File: config.mk
export PLATFORM = sky130hd
export DESIGN_NAME = demux_dispatch_ctrl
export DESIGN_NICKNAME = d
export VERILOG_FILES = /design/src/rtl/demux_dispatch_pkg.sv /design/src/rtl/demux_stall_timer.sv /design/src/rtl/demux_dispatch_ctrl.sv
export SDC_FILE = /design/constraint.sdc
export NUM_CORES = 1
export LEC_CHECK = 0
export BUFFER_PORTS_ARGS = -buffer_cell sky130_fd_sc_hd__buf_2
export CORE_MARGIN = 10
export CORE_UTILIZATION = 25
export CTS_CLUSTER_SIZE = 25
export DETAILED_ROUTE_END_ITERATION = 16
export PLACE_DENSITY = 0.54
export SYNTH_ARGS = -nofsm -noshare
export SYNTH_HDL_FRONTEND = slang
export SYNTH_SLANG_ARGS = --single-unit
File: constraint.sdc
create_clock -name clk -period 2.1 [get_ports clk]
set_clock_uncertainty 0.05 [all_clocks]
set_input_delay 0.21 -clock clk [delete_from_list [all_inputs] [get_ports clk]]
set_output_delay 0.21 -clock clk [all_outputs]
set_load 0.01 [all_outputs]
File: src/rtl/demux_dispatch_pkg.sv
// Shared types and constants for the 1-to-2 demux dispatch controller.
package demux_dispatch_pkg;

    typedef enum logic {
        IDLE = 1'b0,
        SEND = 1'b1
    } state_e;

    localparam logic SEL_B       = 1'b0;
    localparam logic SEL_C       = 1'b1;
    localparam logic MODE_RR     = 1'b0;
    localparam logic MODE_FORCED = 1'b1;

endpackage

File: src/rtl/demux_stall_timer.sv
// Down-counter that pulses expire_o after LIMIT enabled cycles, then rearms itself.
module demux_stall_timer #(
    parameter int           W     = 8,
    parameter logic [W-1:0] LIMIT = 4
) (
    input  logic clk,
    input  logic rst_n,
    input  logic load_i,
    input  logic en_i,
    output logic expire_o
);

    logic [W-1:0] cnt_q, cnt_d;

    assign expire_o = en_i & ~load_i & (cnt_q == W'(1));

    always_comb begin
        cnt_d = cnt_q;
        if (load_i) begin
            cnt_d = LIMIT;
        end else if (en_i) begin
            cnt_d = (cnt_q == W'(1)) ? LIMIT : cnt_q - W'(1);
        end
    end

    always_ff @(posedge clk or negedge rst_n) begin
        if (!rst_n) begin
            cnt_q <= LIMIT;
        end else begin
            cnt_q <= cnt_d;
        end
    end

endmodule

File: src/rtl/demux_dispatch_ctrl.sv
// Steers upstream words to sink B or C (round-robin or forced), redirecting
// stalled round-robin words, and counts deliveries per sink.
module demux_dispatch_ctrl
    import demux_dispatch_pkg::*;
#(
    parameter int DATA_W      = 2,
    parameter int STALL_LIMIT = 4,
    parameter int CNT_W       = 8
) (
    input  logic              clk,
    input  logic              rst_n,
    input  logic [DATA_W-1:0] in_data,
    input  logic              in_valid,
    output logic              in_ready,
    input  logic              mode,
    input  logic              force_sel,
    output logic [DATA_W-1:0] out_b_data,
    output logic              out_b_valid,
    input  logic              out_b_ready,
    output logic [DATA_W-1:0] out_c_data,
    output logic              out_c_valid,
    input  logic              out_c_ready,
    output logic              sel_o,
    output logic              busy,
    output logic [CNT_W-1:0]  cnt_b,
    output logic [CNT_W-1:0]  cnt_c,
    input  logic              clr_cnt
);

    localparam logic [CNT_W-1:0] CNT_MAX = {CNT_W{1'b1}};

    state_e            state_q, state_d;
    logic [DATA_W-1:0] hold_q, hold_d;
    logic              tgt_q, tgt_d;
    logic              mode_q, mode_d;
    logic              rr_q, rr_d;
    logic [CNT_W-1:0]  cnt_b_q, cnt_b_d;
    logic [CNT_W-1:0]  cnt_c_q, cnt_c_d;

    logic tgt_ready, deliver, capture, expire, timer_load, timer_en;

    assign tgt_ready = (tgt_q == SEL_C) ? out_c_ready : out_b_ready;
    assign deliver   = (state_q == SEND) & tgt_ready;
    assign in_ready  = (state_q == IDLE) | deliver;
    assign capture   = in_valid & in_ready;

    // The timer only runs while a round-robin word is stuck on its target.
    assign timer_load = (state_q == IDLE) | deliver;
    assign timer_en   = (state_q == SEND) & ~tgt_ready & (mode_q == MODE_RR);

    demux_stall_timer #(
        .W     (8),
        .LIMIT (8'(STALL_LIMIT))
    ) u_stall_timer (
        .clk      (clk),
        .rst_n    (rst_n),
        .load_i   (timer_load),
        .en_i     (timer_en),
        .expire_o (expire)
    );

    always_comb begin
        state_d = state_q;
        hold_d  = hold_q;
        tgt_d   = tgt_q;
        mode_d  = mode_q;
        rr_d    = rr_q;
        cnt_b_d = cnt_b_q;
        cnt_c_d = cnt_c_q;

        if (deliver && mode_q == MODE_RR) begin
            rr_d = ~tgt_q;
        end

        // A back-to-back capture picks its target from the pointer already advanced above.
        if (capture) begin
            state_d = SEND;
            hold_d  = in_data;
            mode_d  = mode;
            tgt_d   = (mode == MODE_FORCED) ? force_sel : rr_d;
        end else if (deliver) begin
            state_d = IDLE;
        end else if (expire) begin
            tgt_d = ~tgt_q;
        end

        if (clr_cnt) begin
            cnt_b_d = '0;
            cnt_c_d = '0;
        end else if (deliver) begin
            if (tgt_q == SEL_B && cnt_b_q != CNT_MAX) cnt_b_d = cnt_b_q + CNT_W'(1);
            if (tgt_q == SEL_C && cnt_c_q != CNT_MAX) cnt_c_d = cnt_c_q + CNT_W'(1);
        end
    end

    always_ff @(posedge clk or negedge rst_n) begin
        if (!rst_n) begin
            state_q <= IDLE;
            hold_q  <= '0;
            tgt_q   <= SEL_B;
            mode_q  <= MODE_RR;
            rr_q    <= SEL_B;
            cnt_b_q <= '0;
            cnt_c_q <= '0;
        end else begin
            state_q <= state_d;
            hold_q  <= hold_d;
            tgt_q   <= tgt_d;
            mode_q  <= mode_d;
            rr_q    <= rr_d;
            cnt_b_q <= cnt_b_d;
            cnt_c_q <= cnt_c_d;
        end
    end

    assign out_b_valid = (state_q == SEND) & (tgt_q == SEL_B);
    assign out_c_valid = (state_q == SEND) & (tgt_q == SEL_C);
    assign out_b_data  = out_b_valid ? hold_q : '0;
    assign out_c_data  = out_c_valid ? hold_q : '0;
    assign sel_o       = tgt_q;
    assign busy        = (state_q == SEND);
    assign cnt_b       = cnt_b_q;
    assign cnt_c       = cnt_c_q;

endmodule

==> results.sh, run 1 <==
export IMPL_critical_path_depth=4
export IMPL_antenna_found_initial=0
export IMPL_setup_tns_final_ps=0
export IMPL_setup_violations=0
export IMPL_achievable_frequency_mhz=546
export IMPL_drv_slew=0
export IMPL_antenna_left=0
export IMPL_drive_gt1_frac=0.261
export IMPL_slowest_delay_ps=620
export IMPL_dr_total_vias=1461
export IMPL_whs_path_depth=2
export IMPL_postCtsSetupRepairBufs=0
export IMPL_ys_ff_latch=30
export IMPL_clk_pin_slew_ps=60
export IMPL_synth_cell_area_mm2=0.00168
export IMPL_post_route_util=0.321
export IMPL_slew_headroom=0.541
export IMPL_track_usage=0.0854
export IMPL_internal_power_mw=1.26
export IMPL_die_x_um=102
export IMPL_critical_path_top_delay_family="simple AND/OR/NAND/NOR gates"
export IMPL_grt_max_degree=31
export IMPL_core_mm2=0.00642
export IMPL_crit_chain="and3_4 -> nand4_2 -> or4_1 -> a21oi_1"
export IMPL_clkPwrFrac=0.244
export IMPL_worstRegToRegCells=4
export IMPL_num_antenna_cells=0
export IMPL_synth_sequential_area_ratio=0.449
export IMPL_cts_tree="built"
export IMPL_status="completed"
export IMPL_areaGrowthSynthToFinish_pct=23.0
export IMPL_finalCritPeriodShare=0.871
export IMPL_io_buffers=34
export IMPL_ys_warn_count=0
export IMPL_cts_resized=0
export IMPL_powerDensity_mw_per_mm2=950
export IMPL_tightest_slew_ps=688
export IMPL_hold_class="primary input to register"
export IMPL_critPathKind="register to register"
export IMPL_dr_pass1_iters=4
export IMPL_drc=0
export IMPL_cts_buffer_depth=2
export IMPL_grt_pass1_vias=1490
export IMPL_cts_sinks=30
export IMPL_synth_net_count=189
export IMPL_start_util=0.261
export IMPL_vdd_ir_drop_max_v=0.000390
export IMPL_routedWlPerCell_um=13.9
export IMPL_crit_required_ps=2260
export IMPL_gr_total_overflow=0
export IMPL_drt_initial_drc_count=101
export IMPL_fp_row_count=29
export IMPL_worst_setup_path_start_kind="register"
export IMPL_endpoint_kind="register"
export IMPL_h_tree_depth=2
export IMPL_clk_latency_ps=280
export IMPL_final_hold_viol_count=0
export IMPL_rsz0062_at_grt="no"
export IMPL_syn_inst=175
export IMPL_period_needed_ps=1830
export IMPL_cts_root_buf="clkbuf_8"
export IMPL_cp_data_arrival_time_ps=1990
export IMPL_pwr_share_comb=0.338
export IMPL_cts_hold_buf=1
export IMPL_synth_distinct_cells=48
export IMPL_io_pins=35
export IMPL_switchingPower_mw=0.697
export IMPL_hpwl_mm=3.03
export IMPL_swShare=0.356
export IMPL_grt_pass1_wl_mm=7.21
export IMPL_drv_cap=0
export IMPL_cts_buffers=5
export IMPL_wl_mm=4.09
export IMPL_p_leak_nw=0.952
export IMPL_gp_congestion=0.782
export IMPL_fillers=686
export IMPL_die_h_um=102
export IMPL_crit_path_max_fanout=15
export IMPL_viasPerCell=4.95
export IMPL_critPathBufInv=0
export IMPL_avgSynthCellArea_um2=9.57
export IMPL_fin_nets=231
export IMPL_slowest_stage="dfrtp_1"
export IMPL_p_seq_frac=0.418
export IMPL_die_area_mm2=0.0104
[cell usage after synthesis, drive strengths merged]
cell / number / share of area
nor3: 7 / 0.024
dfstp: 1 / 0.016
xor2: 1 / 0.0052
buf: 2 / 0.0052
a211oi: 2 / 0.012
nor3b: 1 / 0.0045
and3b: 2 / 0.010
mux2i: 4 / 0.024
inv: 6 / 0.013
and4: 2 / 0.010
a31o: 1 / 0.0052
nor2: 15 / 0.034
a21oi: 10 / 0.030
o31ai: 4 / 0.018
and3: 6 / 0.025
a311oi: 1 / 0.0052
nand4: 4 / 0.019
mux2: 5 / 0.036
o21bai: 1 / 0.0045
nor4: 1 / 0.0037
a41oi: 2 / 0.010
a41o: 1 / 0.0060
a21boi: 1 / 0.0045
or3: 2 / 0.0075
or4: 1 / 0.0045
nand4b: 1 / 0.0052
xnor2: 3 / 0.016
a31oi: 10 / 0.037
nor4b: 1 / 0.0052
o21ai: 7 / 0.021
nor2b: 1 / 0.0037
nand2: 12 / 0.027
ha: 4 / 0.030
nand3b: 2 / 0.0090
and2: 3 / 0.011
nand3: 8 / 0.024
nand2b: 6 / 0.022
clkbuf: 3 / 0.0067
o2111ai: 1 / 0.0052
dfrtp: 29 / 0.43
o211a: 1 / 0.0060
[stage by stage]
step	cell area, um^2	worst slack [ps]	cells	total power [mW]	hold WS (ps)
after floorplan	1680	407	175	1.25	-136
after global placement	1960	312	286	1.49	249
after detailed placement	1960	261	286	1.50	252
after CTS	2060	250	295	2.00	104
after global routing	2060	111	295	2.13	104
final	2060	270	295	1.96	114
[state kept, by name, summed over array words and instances (netlist names)]
signal / count
cnt_b: 8
cnt_c: 8
u_stall_timer.cnt_q: 8
hold_q: 2
busy: 1
mode_q: 1
rr_q: 1
sel_o: 1
[metal layers]
| metal | global-route usage | vias to the layer above | part of all wire |
|---|---|---|---|
| met5 | 0 | - | 0 |
| met4 | 0.0358 | 0 | 0.015 |
| met3 | 0.0351 | 8 | 0.072 |
| met2 | 0.117 | 38 | 0.41 |
| met1 | 0.115 | 684 | 0.50 |
| li1 | - | 731 | - |
[power groups by stage]
stage / logic, mW / registers (mW) / clock network (mW)
global route: 0.753 / 0.850 / 0.526
finish: 0.661 / 0.819 / 0.478
floorplan: 0.470 / 0.784 / 0
detailed placement: 0.667 / 0.829 / 0
CTS: 0.672 / 0.821 / 0.503
global placement: 0.663 / 0.827 / 0
[final cells by class]
cell class | instances | area [um^2] | share of cell area
clock inverter | 1 | 5.00 | 0.00243
timing repair buffer | 40 | 218 | 0.106
multi-input combinational | 134 | 881 | 0.427
clock buffer | 7 | 86.3 | 0.0419
inverter | 6 | 22.5 | 0.0109
sequential | 30 | 752 | 0.365
tap | 77 | 96.3 | 0.0468
[path summary, 6_finish.rpt]
check	from	end	slack, ps
worst min-delay path	in_data[1]	hold_q[1]	110
worst min register to register	u_stall_timer.cnt_q[7]	u_stall_timer.cnt_q[7]	440
min in group asynchronous	rst_n	u_stall_timer.cnt_q[1]	460
worst max-delay path	sel_o	cnt_c[5]	270
worst max register to register	sel_o	cnt_c[5]	270
max in group asynchronous	rst_n	cnt_c[7]	1100
[cell families after synthesis]
kind of cell,after synthesis,share of synthesized area
AOI/OAI and AO/OA,42,0.165
xor gates and xnor gates,4,0.0209
adders and majority gates,4,0.0299
buffers and inverters,11,0.0254
DFF,30,0.449
muxes,9,0.0597
and+or+nand+nor,75,0.250
[cells in the final DEF (no fill, tap or decap), drive strengths merged, types with 2 or more instances in the layout]
cell / instances
and3b: 2
nand3b: 2
xnor2: 3
o31ai: 4
buf: 39
a211oi: 2
a21oi: 10
a31oi: 10
ha: 4
inv: 6
or3: 2
clkbuf: 7
nor2: 15
nor3: 7
dfrtp: 29
a41oi: 2
nand2: 12
nand2b: 6
mux2i: 4
o21ai: 7
mux2: 5
nand4: 4
and2: 3
and3: 6
nand3: 8
and4: 2
(Power assumes the default switching activity.)
==> run 2: changes to the inputs <==
==> constraint.sdc (replaced) <==
create_clock -name clk -period 2.2 [get_ports clk]
set_clock_uncertainty 0.05 [all_clocks]
set_input_delay 0.22 -clock clk [delete_from_list [all_inputs] [get_ports clk]]
set_output_delay 0.22 -clock clk [all_outputs]
set_load 0.01 [all_outputs]
==> run 2 against run 1 <==
Count of clock-buffer cells in the layout did not move. Clock power fell by 13%. Critical path depth rose by 3. Sequential share of layout area rose by 0.68 points. Power fell by 8.1%. Non-clock buffer count fell by 3. Routed wire length fell by 1.3%. Cell count fell by 1.4%. Combinational power fell by 7.0%. Design area fell by 1.8%. Largest cell class unchanged. Largest power group unchanged.
==> results.sh, run 2 (synthesis results as in run 1) <==
export IMPL_io_buffers=34
export IMPL_grt_pass1_vias=1437
export IMPL_multi_input_area_um2=881
export IMPL_fin_nets=228
export IMPL_rsz0062_at_grt="no"
export IMPL_antenna_found_initial=0
export IMPL_achievable_frequency_mhz=532
export IMPL_fillers=680
export IMPL_viasPerCell=5.03
export IMPL_cts_root_buf="clkbuf_8"
export IMPL_dr_pass1_iters=4
export IMPL_clkPwrFrac=0.230
export IMPL_internal_power_mw=1.15
export IMPL_power_mw=1.80
export IMPL_gr_total_overflow=0
export IMPL_status="completed"
export IMPL_grt_pass1_wl_mm=6.87
export IMPL_powerDensity_mw_per_mm2=890
export IMPL_swShare=0.362
export IMPL_drive_gt1_frac=0.243
export IMPL_p_seq_frac=0.428
export IMPL_drv_cap=0
export IMPL_die_x_um=102
export IMPL_routedWlPerCell_um=13.9
export IMPL_pwr_share_comb=0.341
export IMPL_clk_pin_slew_ps=70
export IMPL_critPathKind="register to register"
export IMPL_vdd_ir_drop_max_v=0.000406
export IMPL_h_tree_depth=2
export IMPL_hpwl_mm=2.97
export IMPL_die_h_um=102
export IMPL_crit_chain="inv_1 -> ha_1 -> nor4b_1 -> buf_4 -> a211oi_2 -> a41oi_1 -> a31oi_1"
export IMPL_drc=0
export IMPL_finalCritPeriodShare=0.854
export IMPL_die_area_mm2=0.0104
export IMPL_num_antenna_cells=0
export IMPL_grt_max_degree=31
export IMPL_final_hold_viol_count=0
export IMPL_layout_common_cells="buf_2, dfrtp_1, nor2_1"
export IMPL_start_util=0.261
export IMPL_setup_tns_final_ps=0
export IMPL_slew_headroom=0.521
export IMPL_drv_slew=0
export IMPL_cts_sinks=30
export IMPL_wl_mm=4.04
export IMPL_tightest_slew_ps=711
export IMPL_regArea_um2=752
export IMPL_slowest_delay_ps=520
export IMPL_post_place_ws_ps=290
export IMPL_final_common_cell="buf_2"
export IMPL_p_leak_nw=0.927
export IMPL_cts_buffers=5
export IMPL_clk_latency_ps=290
export IMPL_worst_setup_path_start_kind="register"
export IMPL_whs_ps=122
export IMPL_cts_buffer_depth=2
export IMPL_layout_setup_ws_ps=322
export IMPL_cp_data_arrival_time_ps=2040
export IMPL_antenna_left=0
export IMPL_gp_congestion=0.763
export IMPL_drt_initial_drc_count=58
export IMPL_switchingPower_mw=0.651
export IMPL_hold_class="primary input to register"
export IMPL_crit_required_ps=2360
export IMPL_core_mm2=0.00642
export IMPL_endpoint_kind="register"
export IMPL_setup_violations=0
export IMPL_fp_row_count=29
export IMPL_crit_path_max_fanout=10
export IMPL_io_pins=35
export IMPL_track_usage=0.0828
export IMPL_period_needed_ps=1880
export IMPL_dr_total_vias=1465
export IMPL_areaGrowthSynthToFinish_pct=20.8
export IMPL_slowest_stage="a211oi_2"
export IMPL_cts_tree="built"
[run 2: changes by cell type in the layout (fill, tap and decap cells not counted), sizes merged]
cell	change
buf	-3
clkinv	-1
[run 2: final cells by class]
type,count,area share
Sequential cell,30,0.372
Multi-Input combinational cell,134,0.435
Clock buffer,7,0.0377
Timing Repair Buffer,37,0.0965
Inverter,6,0.0111
Tap cell,77,0.0476
[run 2: timing repair]
action | in CTS | in global routing
endpoints found under the setup margin | 0 | 0
setup buffers | 0 | 0
hold endpoints to repair | 29 | 0
hold buffers | 1 | 0
gates resized for setup | 0 | 0
[run 2: path summary, 6_finish.rpt]
| path | cells after the start | slack (ps) | from | to |
|---|---|---|---|---|
| worst max-delay path | 7 | 320 | u_stall_timer.cnt_q[1] | u_stall_timer.cnt_q[6] |
| worst min-delay path | 2 | 120 | in_valid | busy |
| worst max register to register | 7 | 320 | u_stall_timer.cnt_q[1] | u_stall_timer.cnt_q[6] |
| worst min register to register | 1 | 450 | u_stall_timer.cnt_q[6] | u_stall_timer.cnt_q[6] |
| max in group asynchronous | 2 | 1180 | rst_n | cnt_b[4] |
| min in group asynchronous | 2 | 470 | rst_n | u_stall_timer.cnt_q[3] |
[run 2: power groups by stage]
| stage | Sequential (mW) | Clock [mW] | Combinational (mW) |
|---|---|---|---|
| 2_1_floorplan | 0.748 | 0 | 0.449 |
| 3_3_place_gp | 0.778 | 0 | 0.617 |
| 3_5_place_dp | 0.780 | 0 | 0.624 |
| 4_1_cts | 0.772 | 0.434 | 0.628 |
| 5_1_grt | 0.792 | 0.457 | 0.691 |
| 6_report | 0.771 | 0.415 | 0.615 |
[run 2: per-stage QoR]
| step | area, um^2 | std cells | util |
|---|---|---|---|
| global placement | 1940 | 283 | 0.302 |
| CTS | 2020 | 291 | 0.315 |
| detailed placement | 1940 | 283 | 0.302 |
| global route | 2020 | 291 | 0.315 |
| floorplan | 1680 | 175 | - |
| finish | 2020 | 291 | 0.315 |
[run 2: worst max-delay path: cells and delay by family (launching register included)]
| family | cells | cell delay, ps |
|---|---|---|
| compound gates | 3 | 860 |
| flops | 1 | 380 |
| fa+ha+maj | 1 | 180 |
| simple gates | 1 | 140 |
| buf+inv | 2 | 210 |
[run 2: layer usage]
layer  vias to the layer above  track usage  share of wire
met5                         -            0              0
met4                         0       0.0358          0.015
met3                         8       0.0385          0.097
met2                        46        0.116           0.41
met1                       685        0.107           0.47
li1                        726            -              -
==> run 3: changes to the inputs <==
--- a/config.mk
+++ b/config.mk
@@ -5,12 +5,14 @@
 export SDC_FILE = /design/constraint.sdc
 export NUM_CORES = 1
 export LEC_CHECK = 0
+export ABC_AREA = 1
 export BUFFER_PORTS_ARGS = -buffer_cell sky130_fd_sc_hd__buf_2
 export CORE_MARGIN = 10
 export CORE_UTILIZATION = 25
 export CTS_CLUSTER_SIZE = 25
 export DETAILED_ROUTE_END_ITERATION = 16
-export PLACE_DENSITY = 0.54
+export PLACE_DENSITY = 0.53
+export REMOVE_ABC_BUFFERS = 1
 export SYNTH_ARGS = -nofsm -noshare
 export SYNTH_HDL_FRONTEND = slang
 export SYNTH_SLANG_ARGS = --single-unit
==> run 3 against run 2 <==
Register-to-register slack improved by 200 ps. Cell count rose by 35%. Count of clock-buffer cells in the layout decreased by 1. Non-clock buffer count shrank 2. Sequential power up 1%. Die area is 8.1% higher. Worst setup slack improved by 200 ps. Via count grew 16%. Area after synthesis is 10% higher. Critical path type unchanged. Largest cell class unchanged.
==> results.sh, run 3 <==
export IMPL_status="completed"
export IMPL_whs_path_depth=3
export IMPL_num_antenna_cells=0
export IMPL_hold_start="in_data[1]"
export IMPL_critPathBufInv=0
export IMPL_powerDensity_mw_per_mm2=939
export IMPL_period_needed_ps=1680
export IMPL_r2r_slack_ps=520
export IMPL_vdd_ir_drop_max_v=0.000549
export IMPL_critPathKind="register to register"
export IMPL_synth_distinct_cells=29
export IMPL_syn_inst=254
export IMPL_setup_violations=0
export IMPL_cts_tree="built"
export IMPL_tightest_slew_ps=716
export IMPL_synth_sequential_area_ratio=0.408
export IMPL_power_mw=2.10
export IMPL_crit_required_ps=2320
export IMPL_h_tree_depth=2
export IMPL_synth_top_cell_by_area="dfrtp_1"
export IMPL_finish_instance_area_mm2=0.00223
export IMPL_ys_warn_count=0
export IMPL_drv_slew=0
export IMPL_crit_path_max_fanout=9
export IMPL_layout_common_cells="nand2_1, buf_2, inv_1"
export IMPL_die_area_mm2=0.0112
export IMPL_crit_chain="ha_1 -> nand2_1 -> nor2_1 -> a21oi_2 -> nor2_4 -> nand2_1 -> nand2_1"
export IMPL_setup_tns_final_ps=0
export IMPL_slowest_stage="dfrtp_1"
export IMPL_grt_max_degree=31
export IMPL_die_h_um=106
export IMPL_grt_use_met1=0.104
export IMPL_busiest_layer="met2"
export IMPL_fin_nets=308
export IMPL_hold_class="primary input to register"
export IMPL_ys_flop_type="dfrtp_1"
export IMPL_grt_met2_usage=0.137
export IMPL_cts_buffer_depth=2
export IMPL_met3_usage=0.0278
export IMPL_synth_most_common_cell="nand2_1"
export IMPL_drc=0
export IMPL_dp_cells=385
export IMPL_placed_cell_area_mm2=0.00213
export IMPL_crit_top_cell="nand2_1"
export IMPL_synth_area_top_cells="dfrtp_1, nand2_1, nand3_1"
export IMPL_p_leak_nw=1.17
export IMPL_synth_common_cells="nand2_1, inv_1, dfrtp_1"
export IMPL_rsz0062_at_grt="no"
export IMPL_areaGrowthSynthToFinish_pct=21.0
export IMPL_wl_mm=4.51
export IMPL_clk_pin_slew_ps=80
export IMPL_drive_gt1_frac=0.217
export IMPL_fillers=829
export IMPL_gp_congestion=0.811
export IMPL_slowest_delay_ps=430
export IMPL_routedWlPerCell_um=11.4
export IMPL_r2r_start="cnt_b[0]"
export IMPL_slew_headroom=0.522
export IMPL_gr_total_overflow=0
export IMPL_achievable_frequency_mhz=596
export IMPL_clk_latency_ps=280
export IMPL_io_pins=35
export IMPL_die_x_um=106
export IMPL_antenna_left=0
export IMPL_ys_ff_latch=30
export IMPL_finalCritPeriodShare=0.763
export IMPL_drt_initial_drc_count=61
export IMPL_synth_cell_area_mm2=0.00184
export IMPL_grt_pass1_wl_mm=8.02
export IMPL_worstRegToRegCells=7
export IMPL_hpwl_mm=3.40
export IMPL_cp_data_arrival_time_ps=1790
export IMPL_worst_setup_path_start_kind="register"
export IMPL_fp_row_count=31
export IMPL_dr_pass1_iters=4
export IMPL_ys_async_sr_fraction=1.00
export IMPL_cts_root_buf="clkbuf_8"
export IMPL_fin_cells=394
export IMPL_start_util=0.256
export IMPL_final_common_cell="nand2_1"
export IMPL_track_usage=0.0842
export IMPL_r2r_end="cnt_b[4]"
export IMPL_hold_end="hold_q[1]"
export IMPL_avgSynthCellArea_um2=7.26
export IMPL_drv_cap=0
export IMPL_io_buffers=34
export IMPL_viasPerCell=4.31
export IMPL_synth_top_area_share=0.393
export IMPL_endpoint_kind="register"
export IMPL_synth_edf_count=0
export IMPL_antenna_found_initial=0
export IMPL_cts_hold_buf=1
export IMPL_final_hold_viol_count=0
export IMPL_postCtsSetupRepairBufs=0
export IMPL_cts_sinks=30
export IMPL_critical_path_depth=7
export IMPL_dr_total_vias=1697
export IMPL_cts_buffers=5
export IMPL_grt_pass1_vias=1768
export IMPL_critical_path_top_delay_family="flip-flops"
export IMPL_cts_resized=0
export IMPL_core_mm2=0.00721
run 3: cell types whose count changed after synthesis, sizes merged, moves of 5 or more:
cell and delta:
a21oi -7, a31oi -10, and3 -6, inv +27, mux2 -5, nand2 +73, nand2b -6, nand3 +17
nand4 +10, nor2 +19, o21ai +5
run 3: worst max path at each step:
stage	slack (ps)	from	end
5_1_grt	380	cnt_b[0]	cnt_b[7]
2_1_floorplan	700	cnt_b[0]	cnt_b[5]
3_5_place_dp	510	cnt_b[0]	cnt_b[7]
3_3_place_gp	500	cnt_b[0]	cnt_b[4]
4_1_cts	500	cnt_b[0]	cnt_b[7]
6_report	520	cnt_b[0]	cnt_b[4]
run 3: final cells by class:
class,count,area [um^2],share of cell area
flip-flops and latches,30,752,0.337
repair buffers,35,180,0.0808
inverters,34,128,0.0572
well taps,99,124,0.0555
clock inverters,2,12.5,0.00561
clock buffers,6,82.6,0.0370
multi-input cells,188,952,0.427
run 3: worst reg2reg max path, stage by stage, from the launching register on:
cell,delay [ps]
dfrtp_1,430
ha_1,260
nand2_1,100
nor2_1,80
a21oi_2,400
nor2_4,120
nand2_1,80
nand2_1,50
run 3: power breakdown:
part	switching (mW)	internal (mW)	leakage, nW
logic	0.553	0.287	0.720
registers	0.108	0.671	0.398
clock network	0.225	0.251	0.0472
run 3: through the flow:
step / setup slack (ps) / hold slack, ps / utilization
floorplan: 699 / -126 / -
global placement: 502 / 278 / 0.295
detailed placement: 511 / 292 / 0.295
CTS: 502 / 127 / 0.309
global route: 384 / 170 / 0.309
finish: 522 / 133 / 0.309
run 3: kinds of logic (layout without fill, tap and decap cells):
kind of cell    Yosys count  after routing  synth area share
xor+xnor                  4              4            0.0190
fa+ha+maj                 4              4            0.0271
flops                    30             30             0.408
compound gates           16             16            0.0482
simple gates            164            164             0.422
buf+inv                  36             77            0.0760
run 3: routing by layer:
metal	share of wire	routed length, um
met5	0	0
met4	0.0047	21
met3	0.053	241
met2	0.45	2020
met1	0.49	2220
